$ cat config.mk
export PLATFORM = sky130hd
export DESIGN_NAME = bit_serial_add_ctrl
export DESIGN_NICKNAME = d
export VERILOG_FILES = /design/src/rtl/bit_serial_add_ctrl.sv
export SDC_FILE = /design/constraint.sdc
export NUM_CORES = 1
export LEC_CHECK = 0
export CAP_MARGIN = 20
export CORE_ASPECT_RATIO = 1.2
export CORE_MARGIN = 10
export CORE_UTILIZATION = 30
export DETAILED_ROUTE_END_ITERATION = 7
export PLACE_DENSITY = 0.57
export SLEW_MARGIN = 40
export SYNTH_ARGS = -nofsm -noshare
export SYNTH_HDL_FRONTEND = slang
export SYNTH_SLANG_ARGS = --single-unit
$ cat constraint.sdc
create_clock -name clk -period 3.3 [get_ports clk]
set_input_delay 0.33 -clock clk [delete_from_list [all_inputs] [get_ports clk]]
set_output_delay 0.33 -clock clk [all_outputs]
set_load 0.05 [all_outputs]
$ cat src/rtl/bit_serial_add_ctrl.sv
// Bit-serial adder sequencer: one full-adder cell reused across WIDTH bits, LSB first.
// Optional subtract mode (sub_i port) enabled by defining BIT_SERIAL_ADD_CTRL_SUB_EN.
module bit_serial_add_ctrl #(
    parameter  int unsigned WIDTH = 8,
    localparam int unsigned CNT_W = $clog2(WIDTH)
) (
    input  logic             clk,
    input  logic             rst,
    input  logic             start_i,
    input  logic [WIDTH-1:0] a_i,
    input  logic [WIDTH-1:0] b_i,
`ifdef BIT_SERIAL_ADD_CTRL_SUB_EN
    input  logic             sub_i,
`endif
    output logic             ready_o,
    output logic             busy_o,
    output logic             done_o,
    output logic [WIDTH-1:0] sum_o,
    output logic             cout_o
);

    typedef enum logic [1:0] {
        IDLE = 2'd0,
        RUN  = 2'd1,
        DONE = 2'd2
    } state_t;

    state_t             state_q, state_d;
    logic [WIDTH-1:0]   a_q, a_d;
    logic [WIDTH-1:0]   b_q, b_d;
    logic [WIDTH-1:0]   res_q, res_d;
    logic [WIDTH-1:0]   sum_q, sum_d;
    logic [CNT_W-1:0]   cnt_q, cnt_d;
    logic               carry_q, carry_d;
    logic               cout_q, cout_d;
    logic               done_q, done_d;

    logic               sub_c;
    logic               bit_c;
    logic               carry_c;

`ifdef BIT_SERIAL_ADD_CTRL_SUB_EN
    assign sub_c = sub_i;
`else
    assign sub_c = 1'b0;
`endif

    // The shared one-bit adder cell.
    assign bit_c   = a_q[0] ^ b_q[0] ^ carry_q;
    assign carry_c = (a_q[0] & b_q[0]) | (a_q[0] & carry_q) | (b_q[0] & carry_q);

    always_comb begin
        state_d = state_q;
        a_d     = a_q;
        b_d     = b_q;
        res_d   = res_q;
        sum_d   = sum_q;
        cnt_d   = cnt_q;
        carry_d = carry_q;
        cout_d  = cout_q;
        done_d  = 1'b0;

        unique case (state_q)
            IDLE: begin
                if (start_i) begin
                    a_d     = a_i;
                    b_d     = sub_c ? ~b_i : b_i;
                    carry_d = sub_c;
                    cnt_d   = '0;
                    state_d = RUN;
                end
            end
            RUN: begin
                res_d   = {bit_c, res_q[WIDTH-1:1]};
                a_d     = a_q >> 1;
                b_d     = b_q >> 1;
                carry_d = carry_c;
                // Result is published on the last bit so it is already valid during DONE.
                if (cnt_q == CNT_W'(WIDTH - 1)) begin
                    sum_d   = {bit_c, res_q[WIDTH-1:1]};
                    cout_d  = carry_c;
                    done_d  = 1'b1;
                    state_d = DONE;
                end else begin
                    cnt_d = cnt_q + CNT_W'(1);
                end
            end
            DONE: begin
                state_d = IDLE;
            end
            default: begin
                state_d = IDLE;
            end
        endcase
    end

    always_ff @(posedge clk) begin
        if (rst) begin
            state_q <= IDLE;
            a_q     <= '0;
            b_q     <= '0;
            res_q   <= '0;
            sum_q   <= '0;
            cnt_q   <= '0;
            carry_q <= 1'b0;
            cout_q  <= 1'b0;
            done_q  <= 1'b0;
        end else begin
            state_q <= state_d;
            a_q     <= a_d;
            b_q     <= b_d;
            res_q   <= res_d;
            sum_q   <= sum_d;
            cnt_q   <= cnt_d;
            carry_q <= carry_d;
            cout_q  <= cout_d;
            done_q  <= done_d;
        end
    end

    assign ready_o = (state_q == IDLE);
    assign busy_o  = (state_q == RUN);
    assign done_o  = done_q;
    assign sum_o   = sum_q;
    assign cout_o  = cout_q;

endmodule

==> results of run 1 <==
==> cell type report <==
class                   instances  share of cell area (%)
multi-input cells             130                    37.9
flip-flops and latches         39                    37.9
clock buffers                   5                    3.34
inverters                       3                   0.790
clock inverters                 3                   0.972
repair buffers                 32                    15.3
well taps                      62                    3.77
==> routing by layer <==
layer  routed length, µm  up-vias
met3                 323        7
met5                   0        -
met2                1560       41
li1                    -      704
met1                1790      638
met4                  82        0
==> cell families after synthesis <==
logic type	after synthesis	share of synthesized area (%)
flip-flops	39	46.1
AND/OR/NAND/NOR	73	18.9
adder cells (fa/ha/maj)	3	2.66
buffers and inverters	18	7.90
AO/OA/AOI/OAI	54	24.5
==> worst reg2reg max path, stage by stage (launching register included) <==
cell	delay (ns)
dfxtp_1	0.38
ha_1	0.17
ha_1	0.52
nand3b_1	0.41
nand2_1	0.20
a21oi_2	0.06
==> metrics by stage <==
step / cells / worst slack [ns] / utilization, %
6_report: 274 / 0.814 / 38.4
5_1_grt: 274 / 0.700 / 38.4
4_1_cts: 274 / 0.808 / 38.4
3_5_place_dp: 266 / 1.15 / 36.7
3_3_place_gp: 266 / 1.22 / 36.7
2_1_floorplan: 187 / 1.62 / -
==> worst paths after layout <==
path / end / cells after the start / startpoint
hold reg to reg: sum_o[5] / 2 / sum_o[5]
setup reg to reg: sum_o[7] / 5 / cnt_q[0]
hold / removal: sum_o[5] / 2 / sum_o[5]
setup / recovery: busy_o / 3 / state_q[1]
==> where the power goes <==
group | total (mW) | internal [mW] | switching [mW]
Combinational | 0.131 | 0.0582 | 0.0728
Sequential | 0.505 | 0.493 | 0.0123
Clock | 0.326 | 0.147 | 0.179
Total | 0.962 | 0.698 | 0.264
==> sequential cells by signal (all words and copies together), names as in the netlist <==
name,cells
done_o,1
res_q,7
b_q,8
carry_q,1
a_q,8
cout_o,1
cnt_q,3
sum_o,8
state_q,2
==> placed cells by master (no fill, tap or decap) <==
| master | instances |
|---|---|
| dfxtp_1 | 39 |
| clkdlybuf4s50_1 | 30 |
| nor2_1 | 29 |
| nand2_1 | 26 |
| a21oi_1 | 14 |
| nand3_1 | 11 |
| o2bb2ai_1 | 8 |
| a211oi_1 | 8 |
| o22ai_1 | 6 |
| a211oi_2 | 6 |
| clkbuf_8 | 5 |
| a21oi_2 | 3 |
| a31oi_1 | 3 |
| a32oi_1 | 2 |
| nand3_2 | 2 |
| ha_1 | 2 |
| clkinvlp_4 | 2 |
| buf_4 | 2 |
| nand2b_1 | 1 |
| clkinv_4 | 1 |
| inv_2 | 1 |
| nand2b_2 | 1 |
| o21ai_0 | 1 |
| nor3b_1 | 1 |
| inv_1 | 1 |
| o21ba_4 | 1 |
| nand3b_1 | 1 |
| o21bai_2 | 1 |
| a22oi_1 | 1 |
| nor4b_1 | 1 |
| fa_1 | 1 |
| clkinv_2 | 1 |
==> results.sh, run 1 <==
export IMPL_status="finished, final reports clean"
export IMPL_slew_headroom_pct=61.2
export IMPL_hpwl_um=2500
export IMPL_synthFlopType="dfxtp_1"
export IMPL_top_usage_layer="met2"
export IMPL_cts_buffers=5
export IMPL_grt_pass1_wl_um=6330
export IMPL_cpLargestDelayFamily="buffers and inverters"
export IMPL_slowest_delay_ns=0.75
export IMPL_fin_setup_tns_ns=0
export IMPL_critical_path_buf_inv_count=2
export IMPL_use_met1_pct=10.2
export IMPL_num_vias=1390
export IMPL_finalHoldViolations=0
export IMPL_r2r_slack_ns=1.43
export IMPL_htreeDepth=2
export IMPL_grt_antenna_before_repair=0
export IMPL_use_met3_pct=3.66
export IMPL_grt_start_max_net_pins=40
export IMPL_clk_transition_reported_paths_ns=0.08
export IMPL_drive_gt1_share_pct=12.3
export IMPL_initial_core_util_pct=31.6
export IMPL_crit_type="flop to output port"
export IMPL_async_reset_ff_share_pct=0
export IMPL_peakVddDrop_mv=0.217
export IMPL_track_usage_pct=8.90
export IMPL_arrival_ns=2.16
export IMPL_ctsHoldBuffers=0
export IMPL_antenna_cells=0
export IMPL_via_per_inst=5.07
export IMPL_final_nets=233
export IMPL_min_period_ns=2.49
export IMPL_ant_nets=0
export IMPL_post_route_drc_count=0
export IMPL_drt_first_pass_iters=4
export IMPL_synth_edf_count=0
export IMPL_grt_use_met2_pct=13.6
export IMPL_critical_path_required_ns=2.97
export IMPL_clk_path_buf_depth=2
export IMPL_max_cap_violations=0
export IMPL_synth_top_area_share_pct=46.1
export IMPL_start_kind="flop"
export IMPL_gp_congestion=0.727
export IMPL_port_buffers=30
export IMPL_drt_total_wl_um=3760
export IMPL_cts_tree="built"
export IMPL_multi_input_area_um2=781
export IMPL_finalClockSkew_ns=0.00723
export IMPL_post_cts_buffers=0
export IMPL_crit_path_end_kind="output port"
export IMPL_fin_area_mm2=0.00206
export IMPL_cp_cell_sequence="nand2b_1, clkinv_4, clkdlybuf4s50_1"
export IMPL_synth_common_cells="dfxtp_1, nor2_1, nand2_1, a21oi_1, nand3_1"
export IMPL_cts_sinks=39
export IMPL_hold_path_class="flop to flop"
export IMPL_p_leak_nw=0.695
export IMPL_yosys_warnings=0
export IMPL_worst_pin_slew_ns=0.582
export IMPL_period_share_pct=75.3
export IMPL_syn_nets=209
export IMPL_area_growth_pct=21.5
export IMPL_rsz0062_at_grt="false"
export IMPL_die_y_um=102
export IMPL_avgRoutedWirePerCell_um=13.7
export IMPL_fmax_mhz=402
export IMPL_yosysSeqAreaShare_pct=46.1
export IMPL_final_max_slew_viol_count=0
export IMPL_grt_pass1_vias=1392
export IMPL_die_w_um=88.6
export IMPL_powerDensity_mw_per_mm2=467
export IMPL_cts_root_buffer="clkbuf_8"
export IMPL_synth_area_mm2=0.00170
export IMPL_num_rows=29
export IMPL_cp_slowest_cell="clkdlybuf4s50_1"
export IMPL_drtIter0Drc=73
export IMPL_cts_resized=0
export IMPL_cp_max_fo=18
export IMPL_placedInstanceArea_mm2=0.00197
export IMPL_core_area_mm2=0.00537
export IMPL_yosysTopAreaCell="dfxtp_1"
export IMPL_syn_inst=187
export IMPL_pin_count=31
export IMPL_synthTopCellsByArea="dfxtp_1, nor2_1, nand2_1, a211oi_2, a21oi_1"
export IMPL_dieArea_mm2=0.00907
export IMPL_ff_latch_area_um2=781
export IMPL_ys_types=33
export IMPL_synth_most_common_cell="dfxtp_1"
export IMPL_syn_mean_instance_area_um2=9.07
export IMPL_fin_hold_ws_ns=0.457
export IMPL_ys_ff_latch=39
export IMPL_overflow=0
export IMPL_finalPower_uw=962
export IMPL_worstSkewPairLatency_ns=0.30
export IMPL_fillCellCount=557
export IMPL_finalSetupViolations=0
No activity file was read; power rests on OpenSTA's default activity.
==> run 2: changes to the inputs <==
PLACE_DENSITY = 0.58   (was 0.57)
clock period = 2.12 ns   (was 3.3 ns; I/O delays follow)
==> run 2 against run 1 <==
Against the previous run: global-route usage shrank 0.44 points; combinational power is 58% higher; critical path type unchanged; clock power grew 70%; sequential power grew 56%; sequential share of layout area is 0.61 points lower; worst hold slack got worse by 0.0027 ns; register-to-register slack worse by 0.81 ns; final area grew 1.6%; via count about the same; first-iteration DRC count is 2.7% lower.
==> results.sh, run 2 (same netlist as run 1, synthesis figures left out) <==
export IMPL_rsz0062_at_grt="false"
export IMPL_htreeDepth=2
export IMPL_ctsHoldBuffers=0
export IMPL_hold_path_cell_count=2
export IMPL_pin_count=31
export IMPL_cp_cell_sequence="nand2b_1, clkinv_4, buf_12"
export IMPL_fmax_mhz=553
export IMPL_dieArea_mm2=0.00907
export IMPL_cell_internal_pwr_mw=1.16
export IMPL_wl_met2_um=1640
export IMPL_finalClockSkew_ns=0.00712
export IMPL_slew_headroom_pct=63.2
export IMPL_final_nets=235
export IMPL_worst_pin_slew_ns=0.552
export IMPL_period_share_pct=85.3
export IMPL_cp_slowest_cell="dfxtp_1"
export IMPL_drt_first_pass_iters=4
export IMPL_finalSetupViolations=0
export IMPL_highest_layer="met4"
export IMPL_clk_transition_reported_paths_ns=0.07
export IMPL_port_buffers=30
export IMPL_mostFrequentLayoutCells="dfxtp_1, nor2_1, clkdlybuf4s50_1"
export IMPL_reg2reg_to="sum_o[7]"
export IMPL_drtIter0Drc=71
export IMPL_min_to="sum_o[5]"
export IMPL_crit_type="flop to output port"
export IMPL_min_period_ns=1.81
export IMPL_r2r_cells=4
export IMPL_slowest_delay_ns=0.48
export IMPL_cp_max_fo=18
export IMPL_powerDensity_mw_per_mm2=740
export IMPL_post_cts_buffers=0
export IMPL_post_route_drc_count=0
export IMPL_finalPower_mw=1.55
export IMPL_routedLengthMet1_um=1800
export IMPL_avgRoutedWirePerCell_um=13.8
export IMPL_ant_nets=0
export IMPL_clk_path_buf_depth=2
export IMPL_gp_congestion=0.719
export IMPL_num_vias=1389
export IMPL_cts_tree="built"
export IMPL_area_growth_pct=23.5
export IMPL_grt_antenna_before_repair=0
export IMPL_grt_start_max_net_pins=40
export IMPL_drt_total_wl_um=3800
export IMPL_p_leak_nw=0.722
export IMPL_fin_setup_tns_ns=0
export IMPL_fin_hold_ws_ns=0.454
export IMPL_start_kind="flop"
export IMPL_worstSkewPairLatency_ns=0.29
export IMPL_grt_pass1_vias=1365
export IMPL_hp_start="sum_o[5]"
export IMPL_die_w_um=88.6
export IMPL_cts_sinks=39
export IMPL_overflow=0
export IMPL_hold_path_class="flop to flop"
export IMPL_cts_resized=0
export IMPL_peakVddDrop_mv=0.297
export IMPL_antenna_cells=0
export IMPL_core_area_mm2=0.00537
export IMPL_finalHoldViolations=0
export IMPL_via_per_inst=5.03
export IMPL_crit_path_end_kind="output port"
export IMPL_max_cap_violations=0
export IMPL_worst_r2r_startpoint="state_q[0]"
export IMPL_hpwl_um=2600
export IMPL_r2r_slack_ns=0.62
export IMPL_die_y_um=102
export IMPL_layout_commonest_cell="dfxtp_1"
export IMPL_drive_gt1_share_pct=13.6
export IMPL_status="finished, final reports clean"
export IMPL_pwr_share_clk_pct=35.7
export IMPL_p_comb_share_pct=13.3
export IMPL_p_seq_share_pct=51.0
export IMPL_num_rows=29
export IMPL_p_sw_share_pct=25.2
export IMPL_grt_pass1_wl_um=6140
export IMPL_critical_path_required_ns=1.91
export IMPL_track_usage_pct=8.46
export IMPL_cts_buffers=5
export IMPL_power_switching_uw=391
export IMPL_final_max_slew_viol_count=0
export IMPL_fillCellCount=566
export IMPL_arrival_ns=1.60
export IMPL_initial_core_util_pct=31.6
export IMPL_wl_met3_um=293
export IMPL_cts_root_buffer="clkbuf_8"
==> run 2: power groups by stage <==
| stage | Clock [mW] | Combinational, mW | Sequential, mW |
|---|---|---|---|
| final | 0.553 | 0.207 | 0.790 |
| after floorplan | 0 | 0.156 | 0.800 |
| after CTS | 0.570 | 0.208 | 0.790 |
| after detailed placement | 0 | 0.208 | 0.807 |
| after global routing | 0.602 | 0.228 | 0.794 |
| after global placement | 0 | 0.206 | 0.807 |
==> run 2: metal layers <==
metal | vias up | GRT usage, %
met5 | - | 0
met4 | 0 | 3.49
met3 | 7 | 4.06
met2 | 40 | 13.6
met1 | 632 | 9.30
li1 | 710 | -
==> run 2: per-stage QoR <==
stage | cell area [µm²] | utilization [%] | std cells | worst slack (ns)
after CTS | 2090 | 39.0 | 276 | 0.288
after floorplan | 1700 | - | 187 | 0.444
after global placement | 1990 | 37.1 | 268 | 0.467
after detailed placement | 1990 | 37.1 | 268 | 0.455
final | 2090 | 39.0 | 276 | 0.311
after global routing | 2090 | 39.0 | 276 | 0.177
==> run 2: worst max path at each step <==
stage | startpoint | to | cells past startpoint
floorplan | state_q[0] | a_q[7] | 5
CTS | state_q[1] | busy_o | 3
detailed placement | start_i | a_q[1] | 4
global placement | start_i | a_q[3] | 4
global route | state_q[1] | busy_o | 3
finish | state_q[1] | busy_o | 3
==> run 2: layout make-up <==
cell class	count	area, µm²	area share, %
clock buffer	8	100	4.78
inverter	3	16.3	0.777
multi-input combinational	130	781	37.3
sequential	39	781	37.3
tap	62	77.6	3.71
timing repair buffer	34	338	16.1
==> run 2: worst max-delay path: cells and delay by family, from the launching register on <==
kind / cells / cell delay (ns)
buffers and inverters: 2 / 0.43
DFF: 1 / 0.48
and+or+nand+nor: 1 / 0.38
==> run 3: changes to the inputs <==
CORE_ASPECT_RATIO = 0.7   (was 1.2)
==> run 3 against run 2 <==
Against the previous run: flip-flop and latch count unchanged; final area shrank 0.30%; total power shrank 4.3%; register-to-register slack improved by 0.03 ns; highest routed layer unchanged.
==> results.sh, run 3 (same netlist as run 1, synthesis figures left out) <==
export IMPL_status="finished, final reports clean"
export IMPL_track_usage_pct=9.34
export IMPL_drive_gt1_share_pct=13.1
export IMPL_drt_total_wl_um=3920
export IMPL_htreeDepth=2
export IMPL_p_comb_share_pct=14.0
export IMPL_cts_root_buffer="clkbuf_8"
export IMPL_dp_cells=278
export IMPL_setup_slack_ns=0.333
export IMPL_cts_tree="built"
export IMPL_gp_congestion=0.726
export IMPL_cts_sinks=39
export IMPL_num_vias=1365
export IMPL_slew_headroom_pct=62.9
export IMPL_rsz0062_at_grt="false"
export IMPL_final_max_slew_viol_count=0
export IMPL_clk_path_buf_depth=2
export IMPL_worst_pin_slew_ns=0.556
export IMPL_drt_first_pass_iters=4
export IMPL_die_w_um=110
export IMPL_die_y_um=82.9
export IMPL_cp_depth=3
export IMPL_hold_path_cell_count=2
export IMPL_top_usage_layer="met1"
export IMPL_overflow=0
export IMPL_post_route_util_pct=38.9
export IMPL_period_share_pct=84.3
export IMPL_drtIter0Drc=109
export IMPL_pin_count=31
export IMPL_cts_resized=0
export IMPL_antenna_cells=0
export IMPL_dieArea_mm2=0.00911
export IMPL_ctsHoldBuffers=0
export IMPL_cts_buffers=5
export IMPL_p_leak_nw=0.712
export IMPL_initial_core_util_pct=31.6
export IMPL_crit_path_end_kind="output port"
export IMPL_fin_setup_tns_ns=0
export IMPL_finalHoldViolations=0
export IMPL_use_met3_pct=3.40
export IMPL_pwr_share_clk_pct=32.6
export IMPL_hpwl_um=2650
export IMPL_max_cap_violations=0
export IMPL_grt_use_met2_pct=11.6
export IMPL_area_growth_pct=23.1
export IMPL_finalClockSkew_ns=0.00382
export IMPL_via_per_inst=4.77
export IMPL_fin_area_mm2=0.00209
export IMPL_powerDensity_mw_per_mm2=710
export IMPL_fmax_mhz=560
export IMPL_placedInstanceArea_mm2=0.00201
export IMPL_num_rows=22
export IMPL_start_kind="flop"
export IMPL_post_cts_buffers=0
export IMPL_critical_path_buf_inv_count=2
export IMPL_cpLargestDelayFamily="flip-flops"
export IMPL_cp_cell_sequence="nand2b_1, clkinv_4, buf_12"
export IMPL_critical_path_required_ns=1.91
export IMPL_final_cell_count_no_fill=286
export IMPL_cell_internal_pwr_mw=1.09
export IMPL_arrival_ns=1.58
export IMPL_r2r_cells=4
export IMPL_fin_hold_ws_ns=0.454
export IMPL_p_seq_share_pct=53.4
export IMPL_worstSkewPairLatency_ns=0.29
export IMPL_grt_start_max_net_pins=40
export IMPL_grt_pass1_vias=1355
export IMPL_peakVddDrop_mv=0.210
export IMPL_finalSetupViolations=0
export IMPL_dp_worst_setup_slack_ns=0.653
export IMPL_grt_pass1_wl_um=6950
export IMPL_finalPower_mw=1.48
export IMPL_use_met1_pct=13.8
export IMPL_cp_slowest_cell="dfxtp_1"
export IMPL_hold_path_class="flop to flop"
export IMPL_grt_antenna_before_repair=0
export IMPL_cp_max_fo=18
export IMPL_clk_transition_reported_paths_ns=0.08
export IMPL_core_area_mm2=0.00537
export IMPL_power_switching_uw=389
export IMPL_port_buffers=30
export IMPL_post_route_drc_count=0
export IMPL_final_nets=235
export IMPL_layout_commonest_cell="dfxtp_1"
export IMPL_slowest_delay_ns=0.58
export IMPL_crit_type="flop to output port"
export IMPL_ant_nets=0
export IMPL_mostFrequentLayoutCells="dfxtp_1, nor2_1, clkdlybuf4s50_1"
export IMPL_min_period_ns=1.79
export IMPL_avgRoutedWirePerCell_um=13.7
export IMPL_p_sw_share_pct=26.3
[run 3: worst reg2reg max path, stage by stage (launching register included)]
cell	delay, ns
dfxtp_1	0.46
nand2b_1	0.38
clkinv_4	0.24
a22oi_1	0.23
nor2_1	0.05
[run 3: area by class of cell]
| type | count | area, µm² |
|---|---|---|
| fill | 544 | 3280 |
| sequential | 39 | 781 |
| multi-input combinational | 130 | 781 |
| timing repair buffer | 34 | 338 |
| tap | 72 | 90.1 |
| clock buffer | 7 | 76.3 |
| inverter | 3 | 16.3 |
| clock inverter | 1 | 5.00 |
[run 3: path summary, 6_finish.rpt]
kind | from | slack [ns] | endpoint
setup / recovery | state_q[0] | 0.33 | busy_o
hold / removal | sum_o[0] | 0.45 | sum_o[0]
setup reg to reg | state_q[1] | 0.65 | carry_q
hold reg to reg | sum_o[0] | 0.45 | sum_o[0]
[run 3: power groups by stage]
stage                     Clock, mW  Sequential (mW)  Combinational (mW)
final                         0.484            0.791               0.207
after global routing          0.531            0.796               0.234
after CTS                     0.498            0.791               0.207
after detailed placement          0            0.808               0.207
after global placement            0            0.808               0.206
after floorplan                   0            0.800               0.156
[run 3: layer usage]
layer  vias to the layer above  share of wire [%]  wire (µm)
met4                         0                1.5         59
li1                        709                  -          -
met3                         5                6.4        249
met2                        27                 39       1550
met1                       624                 53       2060
met5                         -                  0          0
